File: config.mk
export PLATFORM = sky130hd
export DESIGN_NAME = fetch_unit
export DESIGN_NICKNAME = d
export VERILOG_FILES = /design/src/rtl/riscv_pkg.sv /design/src/rtl/fetch_fifo.sv /design/src/rtl/fetch_unit.sv
export SDC_FILE = /design/constraint.sdc
export NUM_CORES = 1
export LEC_CHECK = 0
export ABC_AREA = 0
export BUFFER_PORTS_ARGS = -buffer_cell sky130_fd_sc_hd__buf_2
export CORE_UTILIZATION = 50
export DETAILED_ROUTE_END_ITERATION = 7
export PLACE_DENSITY = 0.75
export SYNTH_ARGS = -nofsm -noshare
export SYNTH_HDL_FRONTEND = slang
export SYNTH_SLANG_ARGS = --single-unit
File: constraint.sdc
create_clock -name clk -period 6.5 [get_ports clk]
set_input_delay 0.325 -clock clk [delete_from_list [all_inputs] [get_ports clk]]
set_output_delay 0.325 -clock clk [all_outputs]
set_load 0.01 [all_outputs]
File: src/rtl/riscv_pkg.sv
// Shared types and constants for the single-cycle RISC-V core.
package riscv_pkg;

  localparam int unsigned XLEN = 32;
  localparam logic [XLEN-1:0] RESET_PC = 32'h0000_0000;
  localparam logic [XLEN-1:0] INSN_NOP = 32'h0000_0013;

  typedef struct packed {
    logic [XLEN-1:0] pc;
    logic [XLEN-1:0] instr;
  } fetch_entry_t;

endpackage

File: src/rtl/fetch_fifo.sv
// Prefetch FIFO: holds {pc, instr} pairs between fetch and decode.
module fetch_fifo #(
  parameter int unsigned WIDTH = 64,
  parameter int unsigned DEPTH = 2
) (
  input  logic                     clk,
  input  logic                     rst,
  input  logic                     push,
  input  logic                     pop,
  input  logic                     flush,
  input  logic [WIDTH-1:0]         din,
  output logic [WIDTH-1:0]         dout,
  output logic [$clog2(DEPTH):0]   count,
  output logic                     full,
  output logic                     empty
);

  localparam int unsigned AW = $clog2(DEPTH);
  localparam int unsigned CW = AW + 1;

  logic [WIDTH-1:0] r_mem [DEPTH];
  logic [AW-1:0]    r_wr_ptr;
  logic [AW-1:0]    r_rd_ptr;
  logic [CW-1:0]    r_count;

  always_ff @(posedge clk or posedge rst) begin
    if (rst) begin
      r_wr_ptr <= '0;
      r_rd_ptr <= '0;
      r_count  <= '0;
      for (int unsigned i = 0; i < DEPTH; i++) begin
        r_mem[i] <= '0;
      end
    end else if (flush) begin
      r_wr_ptr <= '0;
      r_rd_ptr <= '0;
      r_count  <= '0;
    end else begin
      if (push) begin
        r_mem[r_wr_ptr] <= din;
        r_wr_ptr        <= r_wr_ptr + AW'(1);
      end
      if (pop) begin
        r_rd_ptr <= r_rd_ptr + AW'(1);
      end
      case ({push, pop})
        2'b10:   r_count <= r_count + CW'(1);
        2'b01:   r_count <= r_count - CW'(1);
        default: r_count <= r_count;
      endcase
    end
  end

  assign dout  = r_mem[r_rd_ptr];
  assign count = r_count;
  assign full  = (r_count == CW'(DEPTH));
  assign empty = (r_count == '0);

endmodule

File: src/rtl/fetch_unit.sv
// Instruction fetch sequencer: owns the fetch PC, prefetches into a small FIFO,
// and flushes on execute redirects.
module fetch_unit
  import riscv_pkg::*;
#(
  parameter int unsigned     XLEN     = riscv_pkg::XLEN,
  parameter logic [XLEN-1:0] RESET_PC = riscv_pkg::RESET_PC,
  parameter int unsigned     DEPTH    = 2
) (
  input  logic            clk,
  input  logic            rst,
  output logic [XLEN-1:0] imem_addr,
  input  logic [XLEN-1:0] imem_rd,
  input  logic            fetch_en,
  input  logic            redirect_valid,
  input  logic [XLEN-1:0] redirect_pc,
  output logic            out_valid,
  input  logic            out_ready,
  output logic [XLEN-1:0] out_instr,
  output logic [XLEN-1:0] out_pc,
  output logic            redirect_misaligned
);

  localparam int unsigned CW = $clog2(DEPTH) + 1;

  logic [XLEN-1:0]   r_fetch_pc;
  logic              r_misaligned;
  logic              w_push;
  logic              w_pop;
  logic              w_full;
  logic              w_empty;
  logic [CW-1:0]     w_count;
  logic [2*XLEN-1:0] w_din;
  logic [2*XLEN-1:0] w_dout;

  assign w_pop  = !w_empty & out_ready;
  // A full FIFO still accepts a push when the head leaves in the same cycle.
  assign w_push = fetch_en & !redirect_valid & (!w_full | w_pop);
  assign w_din  = {r_fetch_pc, imem_rd};

  always_ff @(posedge clk or posedge rst) begin
    if (rst) begin
      r_fetch_pc   <= RESET_PC;
      r_misaligned <= 1'b0;
    end else begin
      r_misaligned <= redirect_valid & (|redirect_pc[1:0]);
      if (redirect_valid) begin
        r_fetch_pc <= {redirect_pc[XLEN-1:2], 2'b00};
      end else if (w_push) begin
        r_fetch_pc <= r_fetch_pc + XLEN'(4);
      end
    end
  end

  fetch_fifo #(
    .WIDTH (2*XLEN),
    .DEPTH (DEPTH)
  ) u_fifo (
    .clk   (clk),
    .rst   (rst),
    .push  (w_push),
    .pop   (w_pop),
    .flush (redirect_valid),
    .din   (w_din),
    .dout  (w_dout),
    .count (w_count),
    .full  (w_full),
    .empty (w_empty)
  );

  assign imem_addr           = r_fetch_pc;
  assign out_valid           = (w_count != '0);
  assign out_pc              = w_dout[2*XLEN-1:XLEN];
  assign out_instr           = w_dout[XLEN-1:0];
  assign redirect_misaligned = r_misaligned;

endmodule

# Word-level counts from Yosys, hierarchy flattened
# Cells that the tools add are included.
totals:
  rom_bits: 0
  inputBits: 69
  elab_cells: 51
  output_inout_bits: 98
  n_memories: 0
  register_bits: 165
  latch_bits: 0
  ram_bits: 0
op_classes:
  order_cmp: 3
  reduce_logical: 11
  mul: 0
  eq_ne: 3
  bitwise_logic: 8
  div_mod_pow: 0
  n_shift: 0
  n_mux: 14
  addsub: 5
ops:
  columns: ["cell", "count"]
  rows:
  - ["64-bit two-way mux", 4]
  - ["128-bit bitwise mux", 1]
  - ["64-bit demux with 1-bit select", 1]
  - ["32-bit two-way mux", 2]
  - ["32-bit by 3-bit adder with 32-bit output (second input constant)", 1]
  - ["2-bit nonzero test", 3]
  - ["1-bit bitwise AND", 4]
  - ["2-bit equality test (second input constant)", 2]
  - ["2-bit >= comparator (second input constant)", 2]
  - ["1-bit two-way mux", 4]
  - ["1-bit NOT with 2-bit output", 2]
  - ["2-bit case mux with 2 select lines", 1]
  - ["1-bit zero test", 3]
  - ["3-bit nonzero test", 1]
  - ["1-bit adder (second input constant)", 2]
  - ["2-bit by 1-bit adder with 2-bit output (second input constant)", 1]
  - ["2-bit by 1-bit equality test with 1-bit output (second input constant)", 1]
  - ["2-bit zero test", 1]
  - ["2-bit by 1-bit < comparator with 1-bit output (second input constant)", 1]
  - ["2-bit two-way mux", 1]
  - ["2-bit AND reduction", 1]
  - ["2-bit OR reduction", 1]
  - ["2-bit by 1-bit subtractor with 2-bit output (second input constant)", 1]
  - ["1-bit logical AND", 1]
  - ["other kinds (2)", 2]

# Depth between registers and ports, before layout
logic_depth:
  word_depth: 8
  mapped_depth: 7
  ltp_nobuf: 5

# Cells and area by module
# A second synthesis with hierarchy kept.
unflattened:
  cells_unflattened: 558
  area_unflattened_um2: 7835.0
modules_own_cells:
  columns: ["module", "cells_per_inst", "seq_area_each_um2", "instances", "area_each_um2"]
  rows:
  - ["fetch_fifo", 362, 3303.2, 1, 6047.0]
  - ["fetch_unit", 196, 775.7, 1, 1788.0]

# Worst setup path after synthesis
# OpenSTA, ideal clock, no wires.
synth_timing:
  kind: "reg2reg"
  from: "register r_fetch_pc[2], in the netlist imem_addr[2]"
  to: "register r_fetch_pc[28], in the netlist imem_addr[28]"
  path_stages_with_launch: 8
  period_less_slack_ns: 1.832
  required_ns: 6.376
  setup_ns: 0.124
  arrival_time_ns: 1.708
  path_slack_ns: 4.668
  n_path_buf: 2
  path_cell_list: "dfrtp_1 > ha_1 > and2_1 > buf_2 > nand4_2 > buf_2 > o31a_1 > o31a_1"
synth_via:
  elab_chain_len: 3
synth_lines:
  columns: ["item", "line", "source"]
  rows:
  - ["from (decl)", "fetch_unit.sv:26", "logic [XLEN-1:0] r_fetch_pc;"]
  - ["from (signal assigned)", "fetch_unit.sv:48", "r_fetch_pc <= {redirect_pc[XLEN-1:2], 2'b00};"]
  - ["from (signal assigned)", "fetch_unit.sv:50", "r_fetch_pc <= r_fetch_pc + XLEN'(4);"]
  - ["32-bit by 3-bit adder with 32-bit output", "fetch_unit.sv:50", null]
  - ["32-bit two-way mux", "fetch_unit.sv:49", "end else if (w_push) begin"]
  - ["32-bit two-way mux", "fetch_unit.sv:47", "if (redirect_valid) begin"]
# No other way between the ends. The select of a mux whose other input is x is not followed.
# A chain may end at the register's enable or synchronous reset.

# Worst setup path after layout
layout_timing:
  from: "input redirect_valid"
  to: "register u_fifo.r_mem[3] (netlist bit)"
layout_via:
  elab_chain_len: 4
  word_cells_on_any_way: 5
  cone_classes: "3 x bitwise; 2 x reduce/logical"
layout_lines:
  columns: ["item", "line", "source"]
  rows:
  - ["from (decl)", "fetch_unit.sv:15", "input logic redirect_valid,"]
  - ["1-bit zero test", "fetch_unit.sv:38", "assign w_push = fetch_en & !redirect_valid & (!w_full | w_pop);"]
  - ["1-bit bitwise AND (2 in a row)", "fetch_unit.sv:38", null]
  - ["2-bit AND reduction (no line) (*)", null, null]
  - ["to (signal, indexed assignment)", "fetch_fifo.sv:40", "r_mem[r_wr_ptr] <= din;"]
  - ["to (decl)", "fetch_fifo.sv:21", "logic [WIDTH-1:0] r_mem [DEPTH];"]
# Every way passes the cells marked *; elsewhere a longest branch is shown, timed or not.

==> impl_metrics.env <==
export IMPL_power_total_mw=3.08
export IMPL_largest_clock_skew_in_the_final_design_ps=6.78
export IMPL_cell_area_after_synthesis_sq_mm=0.00745
export IMPL_worst_r2r_path_depth=5
export IMPL_count_of_hold_fix_buffers_inserted_at_cts=0
export IMPL_fillers=1140
export IMPL_p_leak_nw=3.96
export IMPL_cap_violations=0
export IMPL_die_y_um=124
export IMPL_worst_setup_path_start_kind="input pin"
export IMPL_grt_max_degree=83
export IMPL_run_status="finished clean"
export IMPL_timing_critical_path_arrival_ps=3680
export IMPL_place_gp_congestion=0.840
export IMPL_timing_worst_slew_pin_value_ps=1070
export IMPL_drcViolationCount=0
export IMPL_asyncSetResetFlopFracSynth=1.00
export IMPL_first_iter_violations=259
export IMPL_reg2reg_to="u_fifo.r_mem[117]$_DFFE_PP0P_"
export IMPL_area_sequential_sq_mm=0.00398
export IMPL_achievable_frequency_mhz=296
export IMPL_routedWlPerCell_um=17.9
export IMPL_preCtsSetupSlack_ps=2660
export IMPL_finalNetCount=791
export IMPL_placeable_core_region_sq_mm=0.0145
export IMPL_setup_violations_final=0
export IMPL_cpPeakStageDelay_ps=1160
export IMPL_worstSetupPathType="input pin to register"
export IMPL_reg_to_reg_slack_setup_ps=3280
export IMPL_cts_htree_levels=4
export IMPL_maxSlewHeadroom=0.285
export IMPL_antenna_violating_nets_post_route=0
export IMPL_type_of_the_tightest_min_delay_check="input pin to asynchronous set/reset pin"
export IMPL_clk_insertion_delay_late_ps=420
export IMPL_clk_pin_slew_ps=60
export IMPL_cts_sinks=159
export IMPL_post_route_min_period_ps=3370
export IMPL_antenna_found_initial=0
export IMPL_antenna_cells_inserted=0
export IMPL_worst_r2r_startpoint="u_fifo.count[1]$_DFFE_PP0P_"
export IMPL_dr_total_vias=5197
export IMPL_worst_setup_path_endpoint="u_fifo.r_mem[3]$_DFFE_PP0P_"
export IMPL_crit_path_max_fanout=47
export IMPL_gr_usage_all_layers=0.220
export IMPL_cts_root_buffer_cell="sky130_fd_sc_hd__clkbuf_16"
export IMPL_start_util=0.513
export IMPL_ys_warnings_count=0
export IMPL_postLayoutCellArea_sq_mm=0.00895
export IMPL_post_cts_resized=0
export IMPL_io_buffer_count=162
export IMPL_grt_overflow=0
export IMPL_layout_drive_gt1_share=0.529
export IMPL_viasPerCell=5.66
export IMPL_timing_critical_path_from="redirect_valid"
export IMPL_pwr_density_cell_mw_per_mm2=344
export IMPL_critical_path_slowest_cell="sky130_fd_sc_hd__nand4_1"
export IMPL_via_count_of_the_first_global_routing_pass=5251
export IMPL_finalMaxSlewViolations=0
export IMPL_worst_vdd_rail_ir_drop_uv=199
export IMPL_synth_seq_cells=159
export IMPL_placed_cell_area_sq_mm=0.00833
export IMPL_detailed_placement_wirelength_estimate_um=11000
export IMPL_ys_seq_area_frac=0.534
export IMPL_timing_setup_tns_ps=0
export IMPL_cp_end_kind="register"
export IMPL_cts_path_max_buffers=2
export IMPL_synth_enable_flop_cells=0
export IMPL_critPathRequiredTime_ps=6810
export IMPL_area_taken_by_multi_input_logic_gates_sq_mm=0.00324
export IMPL_numPlacedInstances=886
export IMPL_ioPinCount=167
export IMPL_fp_row_count=44
export IMPL_timing_critical_path_cells="buf_2 -> clkinv_1 -> nand4_1 -> buf_12 -> mux2_2"
export IMPL_layout_area_overhead_vs_synth_pct=20.0
export IMPL_final_critical_path_setup_slack_ps=3130
export IMPL_rsz0062_at_grt="false"
export IMPL_fp_dieW_um=124
export IMPL_tritoncts="done"
export IMPL_global_route_wire_length_before_repair_um=25500
export IMPL_final_hold_viol_count=0
export IMPL_post_cts_setup_buffers=0
export IMPL_die_area_sq_mm=0.0154
export IMPL_final_instance_count_excl_fill=918
export IMPL_post_route_period_util=0.519
export IMPL_postRouteWirelength_um=16400
export IMPL_final_core_utilization=0.616
export IMPL_netlist_instances=574
export IMPL_ys_flop_type="sky130_fd_sc_hd__dfrtp_1"
export IMPL_avgSynthCellArea_sq_um=13.0
export IMPL_worst_hold_slack_ps=30.3
export IMPL_cts_buffers=17
export IMPL_first_pass_iters=4
export IMPL_ys_types=49
## critical path: cells and delay by family
family	cells	cell delay (ps)
buffers and inverters	3	1780
AND/OR/NAND/NOR	1	1160
multiplexers	1	380
## synth_stat cells (2+ instances only)
| library cell | count | area (sq um) |
|---|---|---|
| sky130_fd_sc_hd__o31a_1 | 6 | 52.6 |
| sky130_fd_sc_hd__o211ai_1 | 3 | 22.5 |
| sky130_fd_sc_hd__buf_6 | 2 | 22.5 |
| sky130_fd_sc_hd__buf_1 | 4 | 15.0 |
| sky130_fd_sc_hd__inv_1 | 5 | 18.8 |
| sky130_fd_sc_hd__buf_4 | 11 | 82.6 |
| sky130_fd_sc_hd__nor2_1 | 22 | 82.6 |
| sky130_fd_sc_hd__mux2_2 | 179 | 2020 |
| sky130_fd_sc_hd__o21ai_0 | 18 | 90.1 |
| sky130_fd_sc_hd__and3_1 | 6 | 37.5 |
| sky130_fd_sc_hd__xor2_1 | 8 | 70.1 |
| sky130_fd_sc_hd__dfrtp_1 | 159 | 3980 |
| sky130_fd_sc_hd__nand3_1 | 9 | 45.0 |
| sky130_fd_sc_hd__nand4_1 | 11 | 68.8 |
| sky130_fd_sc_hd__buf_2 | 12 | 60.1 |
| sky130_fd_sc_hd__nor4_1 | 4 | 25.0 |
| sky130_fd_sc_hd__nand4_4 | 2 | 42.5 |
| sky130_fd_sc_hd__nand2b_1 | 3 | 18.8 |
| sky130_fd_sc_hd__a31oi_1 | 15 | 93.8 |
| sky130_fd_sc_hd__mux2_1 | 4 | 45.0 |
| sky130_fd_sc_hd__or3_1 | 5 | 31.3 |
| sky130_fd_sc_hd__or4_1 | 13 | 97.6 |
| sky130_fd_sc_hd__and2_1 | 3 | 18.8 |
| sky130_fd_sc_hd__nand4_2 | 2 | 25.0 |
| sky130_fd_sc_hd__nand2_1 | 24 | 90.1 |
| sky130_fd_sc_hd__o31ai_1 | 10 | 75.1 |
| sky130_fd_sc_hd__clkbuf_1 | 12 | 45.0 |
## cell families after synthesis
kind of cell,synth area share
AO/OA/AOI/OAI,0.0514
flip-flops,0.534
XOR/XNOR,0.0106
AND/OR/NAND/NOR,0.0911
buffers and inverters,0.0332
multiplexers,0.278
other,0.000503
adder cells (fa/ha/maj),0.00168
## worst min path at each step
stage | startpoint | end
2_1_floorplan | out_ready | u_fifo.count[1]$_DFFE_PP0P_
3_3_place_gp | u_fifo.r_mem[116]$_DFFE_PP0P_ | u_fifo.r_mem[116]$_DFFE_PP0P_
3_5_place_dp | u_fifo.r_mem[116]$_DFFE_PP0P_ | u_fifo.r_mem[116]$_DFFE_PP0P_
4_1_cts | rst | u_fifo.r_mem[18]$_DFFE_PP0P_
5_1_grt | rst | u_fifo.r_mem[18]$_DFFE_PP0P_
6_report | rst | u_fifo.r_mem[18]$_DFFE_PP0P_
## power breakdown
| group | leakage, nW | total (mW) | switching (mW) | internal [mW] |
|---|---|---|---|---|
| Sequential | 1.88 | 1.37 | 0.144 | 1.23 |
| Combinational | 1.79 | 0.672 | 0.293 | 0.378 |
| Clock | 0.295 | 1.03 | 0.409 | 0.625 |
## final cells by class
cell class,instances,area share
Multi-Input combinational cell,371,0.362
Clock buffer,19,0.0506
Timing Repair Buffer,166,0.0954
Sequential cell,159,0.445
Clock inverter,13,0.0182
Inverter,6,0.00308
Tap cell,184,0.0257
## metal layers
metal	global-route usage	wire length, um	vias up
li1	-	-	2400
met1	0.285	6980	2613
met2	0.349	8070	165
met3	0.0600	1130	19
met4	0.0856	247	0
met5	0	0	-
## registers in the layout (all words and copies together) (netlist names)
register and count:
imem_addr 30, redirect_misaligned 1, u_fifo.r_wr_ptr 1, u_fifo.r_rd_ptr 1, u_fifo.r_mem 124, u_fifo.count 2
## cell usage in the layout, fill, tap and decap left out, types with 5 or more instances in the layout
cell type	n
sky130_fd_sc_hd__mux2_2	179
sky130_fd_sc_hd__buf_2	162
sky130_fd_sc_hd__dfrtp_1	158
sky130_fd_sc_hd__nand2_1	24
sky130_fd_sc_hd__nor2_1	22
sky130_fd_sc_hd__o21ai_0	18
sky130_fd_sc_hd__clkbuf_16	17
sky130_fd_sc_hd__a31oi_1	15
sky130_fd_sc_hd__or4_1	13
sky130_fd_sc_hd__nand4_1	11
sky130_fd_sc_hd__o31ai_1	10
sky130_fd_sc_hd__nand3_1	9
sky130_fd_sc_hd__xor2_1	8
sky130_fd_sc_hd__and3_1	6
sky130_fd_sc_hd__o31a_1	6
sky130_fd_sc_hd__or3_1	5
No activity file was read; power rests on OpenSTA's default activity.
